===== src/rtl/key_filter.sv =====
// Debounces an active-low key/coin sensor: two-flop synchronizer, four-state filter FSM,
// a registered one-cycle press pulse and a registered debounced level.
module key_filter #(
    parameter int unsigned      CNT_W   = 20,
    parameter logic [CNT_W-1:0] CNT_MAX = 20'd999_999
) (
    input  logic sys_clk,
    input  logic sys_rst_n,
    input  logic key_in,
    output logic po_money,
    output logic key_state
);

    typedef enum logic [1:0] {
        IDLE    = 2'd0,
        FILT_DN = 2'd1,
        DOWN    = 2'd2,
        FILT_UP = 2'd3
    } state_t;

    // Last count value before a filter state commits; CNT_MAX = 1 gives a one-cycle filter.
    localparam logic [CNT_W-1:0] CNT_LAST = CNT_MAX - CNT_W'(1);

    state_t           state_q, state_d;
    logic [CNT_W-1:0] cnt_q, cnt_d;
    logic             key_s1_q, key_s2_q;
    logic             po_money_q, po_money_d;
    logic             key_state_q, key_state_d;

    // Synchronizer resets to the released level so a reset never looks like a press.
    always_ff @(posedge sys_clk or negedge sys_rst_n) begin
        if (!sys_rst_n) begin
            key_s1_q <= 1'b1;
            key_s2_q <= 1'b1;
        end else begin
            // NOTE: non-blocking assignments keep the two flops distinct; blocking would collapse the chain.
            key_s1_q <= key_in;
            key_s2_q <= key_s1_q;
        end
    end

    always_ff @(posedge sys_clk or negedge sys_rst_n) begin
        if (!sys_rst_n) begin
            state_q     <= IDLE;
            cnt_q       <= '0;
            po_money_q  <= 1'b0;
            key_state_q <= 1'b1;
        end else begin
            state_q     <= state_d;
            cnt_q       <= cnt_d;
            po_money_q  <= po_money_d;
            key_state_q <= key_state_d;
        end
    end

    always_comb begin
        // NOTE: every output gets a default first, so no path through the case can infer a latch.
        state_d     = state_q;
        cnt_d       = cnt_q;
        po_money_d  = 1'b0;
        key_state_d = key_state_q;

        unique case (state_q)
            IDLE: begin
                cnt_d = '0;
                if (!key_s2_q) state_d = FILT_DN;
            end
            FILT_DN: begin
                if (key_s2_q) begin
                    state_d = IDLE;
                    cnt_d   = '0;
                end else if (cnt_q == CNT_LAST) begin
                    state_d     = DOWN;
                    cnt_d       = '0;
                    po_money_d  = 1'b1;
                    key_state_d = 1'b0;
                end else begin
                    cnt_d = cnt_q + CNT_W'(1);
                end
            end
            DOWN: begin
                cnt_d = '0;
                if (key_s2_q) state_d = FILT_UP;
            end
            FILT_UP: begin
                // A low sample here is release bounce: back to DOWN without a new pulse.
                if (!key_s2_q) begin
                    state_d = DOWN;
                    cnt_d   = '0;
                end else if (cnt_q == CNT_LAST) begin
                    state_d     = IDLE;
                    cnt_d       = '0;
                    key_state_d = 1'b1;
                end else begin
                    cnt_d = cnt_q + CNT_W'(1);
                end
            end
            default: begin
                state_d = IDLE;
                cnt_d   = '0;
            end
        endcase
    end

    assign po_money  = po_money_q;
    assign key_state = key_state_q;

endmodule


===== config.mk =====
export PLATFORM = sky130hd
export DESIGN_NAME = key_filter
export DESIGN_NICKNAME = d
export VERILOG_FILES = /design/src/rtl/key_filter.sv
export SDC_FILE = /design/constraint.sdc
export NUM_CORES = 1
export LEC_CHECK = 0
export ABC_AREA = 0
export CAP_MARGIN = 20
export CORE_AREA = 2 2 52 54
export CTS_CLUSTER_DIAMETER = 120
export DETAILED_ROUTE_END_ITERATION = 10
export DIE_AREA = 0 0 54 56
export GPL_TIMING_DRIVEN = 0
export PLACE_DENSITY = 0.81
export SETUP_SLACK_MARGIN = 0.05
export SYNTH_ARGS = -nofsm -noshare
export SYNTH_HDL_FRONTEND = slang
export SYNTH_SLANG_ARGS = --single-unit

===== constraint.sdc =====
create_clock -name sys_clk -period 2.1 [get_ports sys_clk]
set_input_delay 0.42 -clock sys_clk [delete_from_list [all_inputs] [get_ports sys_clk]]
set_output_delay 0.42 -clock sys_clk [all_outputs]
set_load 0.05 [all_outputs]

### Yosys cells after proc, flatten, opt, wreduce, memory -nomap -nowiden

Index checks and enable logic that the tools add are counted.
W data, S select, Z words.

| storage, ports and cells | value |
|---|---|
| register bits | 26 |
| input bits | 3 |
| output and inout bits | 2 |
| logic and storage cells | 43 |

| operators by class | value |
|---|---|
| add/subtract/negate cells | 1 |
| equality and inequality tests | 12 |
| mux-type cells | 19 |
| reduce and logical (&&, ||, !) cells | 5 |

Operator list:

| kind | count |
|---|---|
| $mux W20 | 3 |
| $pmux W20 S3 | 1 |
| $add A20 B1 Y20 const B | 1 |
| $eq A20 B20 Y1 const B | 1 |
| $mux W2 | 6 |
| $ne A2 B2 Y1 const B | 6 |
| $pmux W2 S4 | 1 |
| $mux W1 | 7 |
| $ne A3 B3 Y1 const B | 2 |
| $reduce_and A5 Y1 | 1 |
| $eq A2 B2 Y1 const B | 2 |
| $reduce_and A4 Y1 | 1 |
| $eq A2 B1 Y1 const B | 1 |
| $logic_not A2 Y1 | 1 |
| $pmux W1 S2 | 1 |
| $reduce_bool A2 Y1 | 1 |
| $reduce_or A2 Y1 | 1 |

### Longest topological paths before layout

Gate-level depths: netlist (run 1).

| depth | value |
|---|---|
| depth in word-level cells | 4 |
| gate-level depth with buffers | 7 |
| gate-level depth less buffers | 6 |

### Least setup slack after synthesis (run 1)

Ideal clock, no wire load.

| path | value |
|---|---|
| path kind | register to register |
| start point | register cnt_q[0] |
| end point | register cnt_q[11] |
| setup time | 0.119 ns |
| arrival | 1.424 ns |
| data required time | 1.981 ns |
| path slack | 0.557 ns |
| stages on the path, launching flop included | 8 |
| buffers on the path | 1 |
| clock period less this slack | 1.543 ns |
| path through | dfrtp_1 inv_1 ha_1 and4bb_2 nand4_2 o21ai_4 buf_4 nor2_1 |

| between the ends | value |
|---|---|
| cells in the longest elaborated chain, start to end | 4 |
| elaborated cells on any way between the ends | 6 |
| classes of those cells | add/sub: 1; eq/ne: 1; mux: 4 |

RTL lines:

| element | line | source |
|---|---|---|
| start: declaration | 25 | `logic [CNT_W-1:0] cnt_q, cnt_d;` |
| start signal: assignment | 50 | `cnt_q <= cnt_d;` |
| $add A20 B1 Y20 / $eq A20 B20 Y1 (equally long branches) | - |  |
| $mux W20 * | 72, 90 |  |
| $mux W20 (on tied branches) | 87, 69 |  |
| $pmux W20 S3 * | 63 | `unique case (state_q)` |
| via cnt_d[11] | 25 |  |

Mark *: on every way through the listed nets, which the timed path passes. The rest lies on a longest branch.
A chain may end at the register's enable or synchronous reset.

### Final worst setup path (run 1)

| path | value |
|---|---|
| start point | register po_money_q (netlist: po_money) |
| end point | output po_money |

RTL lines:

| element | line | source |
|---|---|---|
| start: declaration | 27 | `logic po_money_q, po_money_d;` |
| start signal: assignment | 51 | `po_money_q <= po_money_d;` |
| end: declaration | 10 | `output logic po_money,` |

No word-level cell between the ends.

==> flow_metrics.env, run 1 <==
export IMPL_slowest_delay_ps=790
export IMPL_syn_nets=134
export IMPL_grt_max_degree=27
export IMPL_yosys_warnings=0
export IMPL_num_antenna_cells=0
export IMPL_clockPowerShare_pct=38.5
export IMPL_final_setup_tns_ps=0
export IMPL_rsz0062_at_grt="no"
export IMPL_period_needed_ps=1870
export IMPL_seqPwrFrac_pct=58.0
export IMPL_syn_area_per_cell_um2=10.5
export IMPL_initial_core_util_pct=55.9
export IMPL_timing_fmax_mhz=534
export IMPL_layout_commonest_cell="nor2_1"
export IMPL_ys_flop_type="dfrtp_1"
export IMPL_hold_viol=0
export IMPL_startpoint_type="flip-flop"
export IMPL_worst_pin_slew_ps=653
export IMPL_rows=18
export IMPL_ios=5
export IMPL_overflow=0
export IMPL_met2_usage_pct=27.5
export IMPL_drtAntennaViolNets=0
export IMPL_final_layout_size_suffix_gt1_share_pct=16.7
export IMPL_grt_pass1_wl_um=4240
export IMPL_die_h_um=56
export IMPL_place_hpwl_um=1710
export IMPL_synth_seq_cells=26
export IMPL_area_growth_pct=10.6
export IMPL_clk_pin_slew_ps=140
export IMPL_synth_cells=129
export IMPL_via_count=968
export IMPL_power_leakage_nw=0.606
export IMPL_grt_antenna_before_repair=0
export IMPL_nets=144
export IMPL_slowest_stage="clkdlybuf4s50_1"
export IMPL_dieArea_um2=3020
export IMPL_max_clock_path_buffers=2
export IMPL_setup_violations=0
export IMPL_final_cell_mix="nor2_1 (25), dfrtp_1 (23), xnor2_1 (14)"
export IMPL_critPathTopFamily="buffers and inverters"
export IMPL_p_per_area_nw_per_um2=587
export IMPL_p_sw_mw=0.172
export IMPL_synth_edff_count=0
export IMPL_vias_per_cell=5.76
export IMPL_p_int_mw=0.711
export IMPL_async_flop_share_pct=100
export IMPL_grt_use_total_pct=18.9
export IMPL_holdCritPathClass="reg -> reg"
export IMPL_htreeDepth=1
export IMPL_numClockSinks=26
export IMPL_switching_share_pct=19.5
export IMPL_first_iter_violations=17
export IMPL_hold_path_startpoint="key_s1_q"
export IMPL_use_met3_pct=2.42
export IMPL_drv_cap=0
export IMPL_met1_usage_pct=26.1
export IMPL_period_share_pct=89.2
export IMPL_ys_seq_area_share_pct=48.1
export IMPL_gp_congestion=0.871
export IMPL_r2r_start="cnt_q[0]"
export IMPL_drt_pass1_iter_count=4
export IMPL_crit_path_cell_trace="clkdlybuf4s50_1"
export IMPL_status="finished clean"
export IMPL_numPortBuffers=4
export IMPL_clock_latency_ps=320
export IMPL_first_global_vias=941
export IMPL_max_slew_margin_rel_pct=56.4
export IMPL_utilization_pct=61.8
export IMPL_root_buffer="clkbuf_4"
export IMPL_die_w_um=54
export IMPL_netlist_area_um2=1360
export IMPL_cp_required_ps=1680
export IMPL_startpoint="po_money"
export IMPL_worstSetupPathType="reg -> out"
export IMPL_finClkSkew_ps=2.22
export IMPL_cts_inserted_buffers=3
export IMPL_busiest_layer="met2"
export IMPL_drc_errors=0
export IMPL_wirelength_um=2420
export IMPL_irDropWorstVdd_mv=0.447
export IMPL_power_frac_comb_pct=3.4
export IMPL_critPathMaxFanout=1
export IMPL_cts_tree="yes"
export IMPL_wl_per_cell_um=14.4
export IMPL_final_max_slew_viol_count=0
export IMPL_ys_types=32
export IMPL_arrival_ps=1450
export IMPL_core_um2=2430
export IMPL_cp_end_kind="output pin"
export IMPL_path_buf_inv=1
## layout make-up
cell class,count,area (um^2)
flip-flops and latches,26,654
multi-input cells,95,671
plain buffers,2,12.5
clock inverters,1,30.0
repair buffers,5,53.8
inverters,6,22.5
well taps,30,37.5
clock buffers,3,22.5
fillers,190,928
## Yosys cell counts, types with 3 or more instances
cell type   n  area (um^2)
nand3_1     6         30.0
and3_1      4         25.0
nor4_1      5         31.3
nor3_1      7         35.0
nand4_2     4         50.1
nor2_1     25         93.8
xnor2_1    14          123
nand2_1     4         15.0
dfstp_2     3         78.8
inv_1       6         22.5
dfrtp_1    23          576
## power groups by stage
stage / registers, mW / clock network (mW) / logic, mW
global route: 0.514 / 0.371 / 0.0349
CTS: 0.512 / 0.350 / 0.0283
finish: 0.512 / 0.340 / 0.0304
floorplan: 0.521 / 0 / 0.0115
detailed placement: 0.521 / 0 / 0.0280
global placement: 0.521 / 0 / 0.0275
## logic make-up (layout without fill, tap and decap cells)
group / after synthesis / after routing / synth area share, %
buffers and inverters: 8 / 17 / 2.58
AOI/OAI and AO/OA: 11 / 11 / 6.16
adders and majority gates: 2 / 2 / 1.84
and+or+nand+nor: 66 / 66 / 31.0
DFF: 26 / 26 / 48.1
xor gates and xnor gates: 16 / 16 / 10.3
## layer usage
layer | share of wire (%) | vias to the layer above | routed length (um)
met5 | 0 | - | 0
met4 | 2.0 | 0 | 48
met3 | 2.2 | 6 | 54
met2 | 48 | 14 | 1170
met1 | 47 | 473 | 1150
li1 | - | 475 | -
## metrics by stage
step	hold slack, ps	area [um^2]	power [mW]	instances	worst slack [ps]
2_1_floorplan	124	1360	0.532	129	557
3_3_place_gp	347	1440	0.549	163	328
3_5_place_dp	347	1440	0.550	163	300
4_1_cts	366	1490	0.891	167	212
5_1_grt	375	1500	0.919	168	147
6_report	366	1500	0.883	168	227
## timing repair
| item | in CTS | in global routing |
|---|---|---|
| setup buffers | 0 | 0 |
| resized for setup | 1 | 0 |
| endpoints found under the setup margin | 1 | 0 |
| hold buffers | 0 | 0 |
## path summary, 6_finish.rpt
check | endpoint | slack, ps | depth (start not counted)
min in group asynchronous | po_money | 480 | 1
max | po_money | 230 | 1
min | key_s2_q | 370 | 0
max reg2reg | cnt_q[15] | 290 | 7
max in group asynchronous | key_s1_q | 1030 | 2
min reg2reg | key_s2_q | 370 | 0
## registers in the layout, indices dropped and copies added (netlist names), named ones only
signal / count
key_s2_q: 1
key_s1_q: 1
key_state: 1
po_money: 1
cnt_q: 20
state_q: 1
Note: power is estimated with default switching activity, not from simulation.
==> run 2, diff against run 1 <==
SLEW_MARGIN = 20   (was unset)
==> flow_metrics.env, run 2 (synthesis results as in run 1) <==
export IMPL_status="finished clean"
export IMPL_ios=5
export IMPL_postCtsResizedCells=1
export IMPL_grt_pass1_wl_um=4240
export IMPL_post_cts_buffers=0
export IMPL_power_leakage_nw=0.599
export IMPL_final_setup_tns_ps=0
export IMPL_final_cell_mix="nor2_1 (25), dfrtp_1 (23), xnor2_1 (14)"
export IMPL_fill_cells=192
export IMPL_p_int_mw=0.707
export IMPL_initial_core_util_pct=55.9
export IMPL_setup_violations=0
export IMPL_area_growth_pct=9.11
export IMPL_overflow=0
export IMPL_seq_area_um2=654
export IMPL_arrival_ps=1450
export IMPL_critPathTopFamily="buffers and inverters"
export IMPL_p_per_area_nw_per_um2=591
export IMPL_utilization_pct=61.0
export IMPL_drc_errors=0
export IMPL_drt_pass1_iter_count=4
export IMPL_wl_per_cell_um=14.4
export IMPL_first_iter_violations=17
export IMPL_seqPwrFrac_pct=58.4
export IMPL_layout_commonest_cell="nor2_1"
export IMPL_irDropWorstVdd_mv=0.444
export IMPL_vias_per_cell=5.80
export IMPL_drtAntennaViolNets=0
export IMPL_p_sw_mw=0.170
export IMPL_worst_pin_slew_ps=573
export IMPL_timing_fmax_mhz=535
export IMPL_slowest_delay_ps=790
export IMPL_dieArea_um2=3020
export IMPL_rsz0062_at_grt="no"
export IMPL_crit_path_cell_trace="clkdlybuf4s50_1"
export IMPL_period_needed_ps=1870
export IMPL_rrSetupSlack_ps=290
export IMPL_largest_reg_flops=20
export IMPL_cts_tree="yes"
export IMPL_worstSetupPathType="reg -> out"
export IMPL_final_max_slew_viol_count=0
export IMPL_drv_cap=0
export IMPL_clockPowerShare_pct=38.6
export IMPL_startpoint_type="flip-flop"
export IMPL_die_w_um=54
export IMPL_gp_congestion=0.871
export IMPL_cts_inserted_buffers=3
export IMPL_power_frac_comb_pct=3.0
export IMPL_grt_antenna_before_repair=0
export IMPL_grt_max_degree=27
export IMPL_switching_share_pct=19.4
export IMPL_first_global_vias=941
export IMPL_cp_required_ps=1680
export IMPL_place_hpwl_um=1710
export IMPL_cp_end_kind="output pin"
export IMPL_path_buf_inv=1
export IMPL_max_clock_path_buffers=2
export IMPL_max_slew_margin_rel_pct=61.8
export IMPL_core_um2=2430
export IMPL_via_count=969
export IMPL_multi_input_area_um2=671
export IMPL_finClkSkew_ps=1.08
export IMPL_grt_use_total_pct=18.9
export IMPL_slowest_stage="clkdlybuf4s50_1"
export IMPL_regMostFlops="cnt_q"
export IMPL_die_h_um=56
export IMPL_rows=18
export IMPL_clk_pin_slew_ps=140
export IMPL_htreeDepth=1
export IMPL_holdCritPathClass="in -> async"
export IMPL_nets=143
export IMPL_numClockSinks=26
export IMPL_critPathMaxFanout=1
export IMPL_period_share_pct=89.1
export IMPL_numPortBuffers=4
export IMPL_num_antenna_cells=0
export IMPL_wirelength_um=2400
export IMPL_final_layout_size_suffix_gt1_share_pct=16.8
export IMPL_hold_buffers=0
export IMPL_root_buffer="clkbuf_4"
export IMPL_clock_latency_ps=320
export IMPL_hold_viol=0
[run 2: area by class of cell]
class / instances / area share, %
well taps: 30 / 2.53
multi-input cells: 95 / 45.2
plain buffers: 2 / 0.843
repair buffers: 4 / 2.28
clock buffers: 3 / 1.52
clock inverters: 1 / 2.02
flip-flops and latches: 26 / 44.1
inverters: 6 / 1.52
[run 2: layer usage]
layer  vias up  global-route usage [%]  part of all wire [%]
met4         0                    11.4                   2.2
met1       470                    26.1                    47
met2        17                    27.5                    48
li1        474                       -                     -
met3         8                    2.42                   2.4
met5         -                       0                     0
[run 2: per-stage QoR]
stage	hold slack, ps	total power [mW]	setup slack (ps)	area [um^2]	cells
detailed placement	347	0.550	300	1440	163
global route	90.9	0.915	147	1480	167
finish	73.8	0.877	229	1480	167
CTS	366	0.891	212	1490	167
floorplan	124	0.532	557	1360	129
global placement	347	0.549	328	1440	163
[run 2: final timing paths]
kind / start / end / cells after the start
hold / removal: sys_rst_n / po_money / 1
setup / recovery: po_money / po_money / 1
setup reg to reg: cnt_q[0] / cnt_q[15] / 7
max in group asynchronous: sys_rst_n / key_state / 1
min in group sys_clk: key_s1_q / key_s2_q / 0
hold reg to reg: key_s1_q / key_s2_q / 0
[run 2: power by group through the flow]
stage	sequential (mW)	combinational, mW	clock, mW
floorplan	0.521	0.0115	0
global placement	0.521	0.0275	0
detailed placement	0.521	0.0280	0
CTS	0.512	0.0283	0.350
global route	0.514	0.0304	0.371
finish	0.512	0.0263	0.339
